==> config.mk <==
export PLATFORM = sky130hd
export DESIGN_NAME = mcash_bank_arb
export DESIGN_NICKNAME = d
export VERILOG_FILES = /design/src/rtl/mcash_pkg.sv /design/src/rtl/mcash_rr_arb3.sv /design/src/rtl/mcash_bank_arb.sv
export SDC_FILE = /design/constraint.sdc
export NUM_CORES = 2
export LEC_CHECK = 0
export CAP_MARGIN = 20
export CORE_AREA = 2 2 447 449
export CTS_CLUSTER_DIAMETER = 50
export CTS_CLUSTER_SIZE = 30
export DETAILED_ROUTE_END_ITERATION = 6
export DIE_AREA = 0 0 449 451
export GPL_TIMING_DRIVEN = 0
export HOLD_SLACK_MARGIN = 0.03
export PLACE_DENSITY = 0.42
export SLEW_MARGIN = 40
export SYNTH_ARGS = -nofsm -noshare
export SYNTH_HDL_FRONTEND = slang
export SYNTH_HIERARCHICAL = 1
export SYNTH_SLANG_ARGS = --single-unit
==> constraint.sdc <==
create_clock -name clk_i -period 11.1 [get_ports clk_i]
set_input_delay 3.33 -clock clk_i [delete_from_list [all_inputs] [get_ports clk_i]]
set_output_delay 3.33 -clock clk_i [all_outputs]
set_load 0.01 [all_outputs]
==> src/rtl/mcash_pkg.sv <==
// Shared types and constants for the mcash request path.
package mcash_pkg;

    localparam int unsigned MCASH_CH_NUM   = 3;
    localparam int unsigned MCASH_BANK_NUM = 4;
    localparam int unsigned MCASH_ADDR_W   = 28;
    localparam int unsigned MCASH_DATA_W   = 128;

    typedef logic [1:0] mcash_ch_id_t;

    typedef struct packed {
        logic [2:0]   op;
        logic [31:4]  addr;
        logic [127:0] data;
    } mcash_req_t;

    // Reduce a value in 0..5 modulo 3.
    function automatic logic [1:0] mcash_wrap3(input logic [2:0] v);
        logic [2:0] r;
        r = (v >= 3'd3) ? v - 3'd3 : v;
        return r[1:0];
    endfunction

endpackage

==> src/rtl/mcash_rr_arb3.sv <==
// Combinational 3-way round-robin arbiter; search starts at ptr_i.
module mcash_rr_arb3
    import mcash_pkg::*;
(
    input  logic [2:0] req_i,
    input  logic [1:0] ptr_i,
    output logic [2:0] gnt_o,
    output logic [1:0] idx_o,
    output logic       valid_o
);

    logic [1:0] start;
    logic [1:0] pos;

    always_comb begin
        gnt_o   = '0;
        idx_o   = '0;
        valid_o = 1'b0;
        pos     = '0;
        // An out-of-range pointer behaves like 0.
        start   = (ptr_i == 2'd3) ? 2'd0 : ptr_i;
        for (int k = 0; k < 3; k++) begin
            pos = mcash_wrap3({1'b0, start} + 3'(k));
            if (!valid_o && req_i[pos]) begin
                valid_o    = 1'b1;
                gnt_o[pos] = 1'b1;
                idx_o      = pos;
            end
        end
    end

endmodule

==> src/rtl/mcash_bank_arb.sv <==
// Steers channel requests to cache banks with per-bank round-robin and a
// one-entry registered slot per bank tagged with the source channel.
module mcash_bank_arb
    import mcash_pkg::*;
#(
    parameter int unsigned CH_NUM   = MCASH_CH_NUM,
    parameter int unsigned BANK_NUM = MCASH_BANK_NUM,
    parameter int unsigned ADDR_W   = MCASH_ADDR_W,
    parameter int unsigned DATA_W   = MCASH_DATA_W
) (
    input  logic                       clk_i,
    input  logic                       rst_i,
    input  logic [CH_NUM-1:0]          ch_req_valid_i,
    output logic [CH_NUM-1:0]          ch_req_allowIn_o,
    input  logic [CH_NUM*3-1:0]        ch_req_op_i,
    input  logic [CH_NUM*ADDR_W-1:0]   ch_req_addr_i,
    input  logic [CH_NUM*DATA_W-1:0]   ch_req_data_i,
    output logic [BANK_NUM-1:0]        bank_req_valid_o,
    input  logic [BANK_NUM-1:0]        bank_req_ready_i,
    output logic [BANK_NUM*3-1:0]      bank_req_op_o,
    output logic [BANK_NUM*ADDR_W-1:0] bank_req_addr_o,
    output logic [BANK_NUM*DATA_W-1:0] bank_req_data_o,
    output logic [BANK_NUM*2-1:0]      bank_req_src_o
);

    mcash_req_t   [CH_NUM-1:0]              ch_req;
    logic         [BANK_NUM-1:0]            slot_free;
    logic         [BANK_NUM-1:0][CH_NUM-1:0] arb_req;
    logic         [BANK_NUM-1:0][CH_NUM-1:0] arb_gnt;
    logic         [BANK_NUM-1:0][1:0]       arb_idx;
    logic         [BANK_NUM-1:0]            arb_valid;
    logic         [CH_NUM-1:0]              allow;

    logic         [BANK_NUM-1:0]            valid_q;
    logic         [BANK_NUM-1:0][1:0]       ptr_q;
    mcash_req_t   [BANK_NUM-1:0]            slot_q;
    mcash_ch_id_t [BANK_NUM-1:0]            src_q;

    always_comb begin
        for (int c = 0; c < CH_NUM; c++) begin
            ch_req[c].op   = ch_req_op_i[c*3 +: 3];
            ch_req[c].addr = ch_req_addr_i[c*ADDR_W +: ADDR_W];
            ch_req[c].data = ch_req_data_i[c*DATA_W +: DATA_W];
        end
    end

    // A slot can take a new request when empty or draining this cycle.
    always_comb begin
        for (int b = 0; b < BANK_NUM; b++) begin
            slot_free[b] = !valid_q[b] || bank_req_ready_i[b];
            for (int c = 0; c < CH_NUM; c++) begin
                arb_req[b][c] = slot_free[b] && ch_req_valid_i[c] &&
                                (ch_req[c].addr[5:4] == b[1:0]);
            end
        end
    end

    for (genvar b = 0; b < BANK_NUM; b++) begin : g_bank
        mcash_rr_arb3 u_arb (
            .req_i   (arb_req[b]),
            .ptr_i   (ptr_q[b]),
            .gnt_o   (arb_gnt[b]),
            .idx_o   (arb_idx[b]),
            .valid_o (arb_valid[b])
        );
    end

    // Each channel targets exactly one bank, so at most one grant lands here.
    always_comb begin
        allow = '0;
        for (int b = 0; b < BANK_NUM; b++) begin
            allow = allow | arb_gnt[b];
        end
        ch_req_allowIn_o = rst_i ? '0 : allow;
    end

    always_ff @(posedge clk_i) begin
        if (rst_i) begin
            valid_q <= '0;
            ptr_q   <= '0;
            slot_q  <= '0;
            src_q   <= '0;
        end else begin
            for (int b = 0; b < BANK_NUM; b++) begin
                if (arb_valid[b]) begin
                    valid_q[b] <= 1'b1;
                    slot_q[b]  <= ch_req[arb_idx[b]];
                    src_q[b]   <= arb_idx[b];
                    ptr_q[b]   <= mcash_wrap3({1'b0, arb_idx[b]} + 3'd1);
                end else if (bank_req_ready_i[b]) begin
                    valid_q[b] <= 1'b0;
                end
            end
        end
    end

    always_comb begin
        bank_req_valid_o = valid_q;
        bank_req_op_o    = '0;
        bank_req_addr_o  = '0;
        bank_req_data_o  = '0;
        bank_req_src_o   = '0;
        for (int b = 0; b < BANK_NUM; b++) begin
            bank_req_op_o[b*3 +: 3]           = slot_q[b].op;
            bank_req_addr_o[b*ADDR_W +: ADDR_W] = slot_q[b].addr;
            bank_req_data_o[b*DATA_W +: DATA_W] = slot_q[b].data;
            bank_req_src_o[b*2 +: 2]          = src_q[b];
        end
    end

endmodule

==> run_results.csv <==
group,metric,value,unit
setup_path,critPathLaunchType,"input pin",
clocking,h-tree-depth,3,
run_status,status,"complete, no violations",
clocking,clock_latency,780,ps
setup_path,crit_top_cell,"clkdlybuf4s50_1",
layout,synthToLayoutAreaGrowth,53.3,%
setup_path,arrival,6620,ps
sta,fin_skew,49.0,ps
setup_path,crit_path_end_kind,"primary output",
setup_path,crit_required,7770,ps
layout,fillCellCount,21300,
clocking,cts_hold_buf,0,
sta,max_slew_margin,0.350,
grt,gr-usage-all-layers,0.215,
sta,tightest_slew,974,ps
clocking,post-cts-setup-buffers,0,
grt,antenna_found_initial,35,
place,dpl-instance-area,50700,um2
power_and_ir_drop,power_leakage,19.2,nW
worst_hold_path,min_path_cells,2,
die,core_area,198000,um2
clocking,root_buffer,"clkbuf_16",
place,hpwl,178000,um
sta,grt_setup_unrepaired,"no",
die,start_util,0.180,
setup_path,cp_top_family,"buffers and inverters",
grt,first_global_vias,38300,
logic_synthesis,ys.flop_type,"dfxtp_1",
routing,first_pass_iters,6,
sta,finalCritPeriodShare,0.896,
routing,first_iter_violations,2854,
setup_path,r2r-start,"bank_req_valid_o[2]",
routing,via_per_inst,4.87,
setup_path,r2r_cells,11,
logic_synthesis,yosysWarnings,6,
setup_path,r2r-end,"bank_req_data_o[330]",
place,portBuffers,1135,
layout,fin_util,0.276,
logic_synthesis,synth-seq-cells,656,
clocking,numClockSinks,656,
logic_synthesis,syn_area_per_cell,9.21,um2
setup_path,path_cells,"clkdlybuf4s50_1 > nand2_1 > nor3_1 > mux2i_2 > o21a_1 > mux2_4 > nor4_1 > nor2_1 > clkdlybuf4s50_1",
power_and_ir_drop,power,13.8,mW
routing,wl,228000,um
clocking,clk_path_buf_depth,3,
logic_synthesis,synth.yosys.seq_area_share,0.368,
routing,wl_per_cell,28.8,um
setup_path,path_class,"input pin to primary output",
die,die_h,451,um
layout,fin_area,54800,um2
setup_path,cpPeakStageDelay,730,ps
die,fp.dieArea,202000,um2
worst_hold_path,holdPathEnd,"bank_req_data_o[433]",
setup_path,rrSetupSlack,6710,ps
sta,fmax,0.101,GHz
logic_synthesis,syn_nets,4386,
grt,grt_pass1_wl,313000,um
place,place_congestion,0.859,
clocking,numCtsBuffers,110,
sta,slew_viol_final,0,
die,die_x,449,um
grt,grt_max_degree,17,
layout,final_layout_size_suffix_gt1_frac,0.143,
clocking,clkSlewWorstSetupHoldPaths,50,ps
routing,drc,0,
layout,nets,5642,
power_and_ir_drop,p_per_area,253,nW/um2
routing,route.antenna.remaining_nets,0,
worst_hold_path,hold_class,"flip-flop to flip-flop",
sta,hold_viol_final,0,
logic_synthesis,synth_cells,3880,
clocking,post_cts_resized,0,
sta,setup_viol,0,
sta,timing.hold.ws,474,ps
power_and_ir_drop,ir_drop,0.117,mV
setup_path,critPathMaxFanout,8,
die,io-pin-count,1137,
logic_synthesis,synth-async-reset-ratio,0,
worst_hold_path,worstHoldStart,"bank_req_data_o[433]",
die,num_rows,164,
logic_synthesis,synth_edf_count,0,
grt,grt_overflow,0,
logic_synthesis,netlist_area,35700,um2
clocking,tritoncts,"done",
setup_path,crit_slowest_cell,"clkdlybuf4s50_1",
sta,min_period,9950,ps
sta,setup-tns-final,0,ps
flow_run,drv_cap,0,
logic_synthesis,ys_types,50,
setup_path,path_buf_inv,2,
routing,vias,38500,
## routing by layer
layer	up-vias	GRT usage	wire length [um]
met2	1539	0.382	114000
met1	19200	0.246	89500
met4	10	0.0860	9100
li1	17400	-	-
met3	298	0.0511	15100
met5	-	0	64
## worst max-delay path by stage
stage	startpoint	end	slack, ps	cells past startpoint
6_report	ch_req_addr_i[29]	ch_req_allowIn_o[1]	1150	9
5_1_grt	ch_req_addr_i[29]	ch_req_allowIn_o[0]	900	10
4_1_cts	ch_req_addr_i[1]	ch_req_allowIn_o[1]	960	8
3_5_place_dp	ch_req_addr_i[1]	ch_req_allowIn_o[1]	970	8
3_3_place_gp	ch_req_addr_i[57]	ch_req_allowIn_o[1]	790	8
2_1_floorplan	bank_req_ready_i[0]	ch_req_allowIn_o[1]	2710	7
## worst min-delay path, delay by kind of cell (launching register included)
| kind | cells | cell delay, ps |
|---|---|---|
| simple gates | 2 | 130 |
| flops | 1 | 300 |
## per-stage QoR
stage | setup WS, ps | instances
floorplan | 2710 | 3880
global placement | 793 | 7671
detailed placement | 970 | 7680
CTS | 958 | 7888
global route | 899 | 7897
finish | 1150 | 7904
## Yosys cell counts (3+ instances only)
cell,count,area share
a21oi_1,19,0.0027
nand2b_1,8,0.0014
buf_6,55,0.017
or3_1,3,0.00053
mux2_1,311,0.098
mux2_4,79,0.033
nand3b_1,13,0.0027
o21ai_1,8,0.0011
inv_2,6,0.00063
and4b_1,3,0.00084
o21a_1,4,0.00084
buf_4,18,0.0038
buf_2,88,0.012
mux2i_1,24,0.0067
nor2_1,671,0.071
nor4_1,3,0.00053
a221oi_1,628,0.15
o2111ai_1,3,0.00074
dfxtp_1,656,0.37
a221oi_2,10,0.0042
mux2_2,249,0.079
a32o_1,3,0.00084
clkbuf_1,263,0.028
nand2_1,15,0.0016
nor3_1,639,0.090
buf_1,11,0.0012
inv_1,11,0.0012
o22a_2,3,0.00084
and4_1,3,0.00074
a31o_2,4,0.00098
nand4bb_1,3,0.00095
nor4b_1,4,0.00098
mux2i_2,3,0.0012
ha_1,20,0.0070
o22ai_1,4,0.00070
nor2b_1,12,0.0021
o21ai_0,9,0.0013
## where the power goes
| group | total [mW] | switching [mW] | internal, mW |
|---|---|---|---|
| Combinational | 6.50 | 3.74 | 2.75 |
| Sequential | 3.57 | 0.490 | 3.08 |
| Clock | 3.76 | 1.48 | 2.28 |
| Total | 13.8 | 5.72 | 8.11 |
## placed cells by master (no fill, tap or decap), drive strengths merged, types with 4 or more instances in the layout
master         Yosys  routed
a221oi           638     638
o22ai              4       4
nor4b              4       4
ha                20      20
clkbuf           263     389
a31o               5       5
buf              172     181
mux2i             27      27
nor3             639     639
nand2b             8       8
dfxtp            656     656
bufinv             0      15
o21ai             18      18
inv               17      38
o21a               4       4
nand2             15      15
clkinvlp           0      15
diode              0      16
nor2b             12      12
nor2             671     671
clkinv             2      33
a21oi             19      19
clkdlybuf4s50      0    1135
nand3b            13      13
mux2             639     639
## state kept, by name, indices dropped and copies added, names as in the netlist
name,flops
bank_req_valid_o,4
bank_req_op_o,12
ptr_q,8
bank_req_addr_o,112
bank_req_src_o,8
bank_req_data_o,512
## cell families after synthesis
logic type      Yosys count  synth area share
simple gates           1381             0.173
buf+inv                 454            0.0642
compound gates          703             0.170
mux                     666             0.218
fa+ha+maj                20           0.00701
flops                   656             0.368
## layout make-up
class / instances / area (um2) / share of cell area
multi-input combinational: 2770 / 20300 / 0.371
clock buffer: 126 / 2910 / 0.0532
antenna: 16 / 40.0 / 0.000731
timing repair buffer: 1144 / 11600 / 0.211
sequential: 656 / 13100 / 0.240
clock inverter: 82 / 1110 / 0.0202
buffer: 435 / 2270 / 0.0415
tap: 2656 / 3320 / 0.0607
inverter: 19 / 72.6 / 0.00133
No activity file was read; power rests on OpenSTA's default activity.
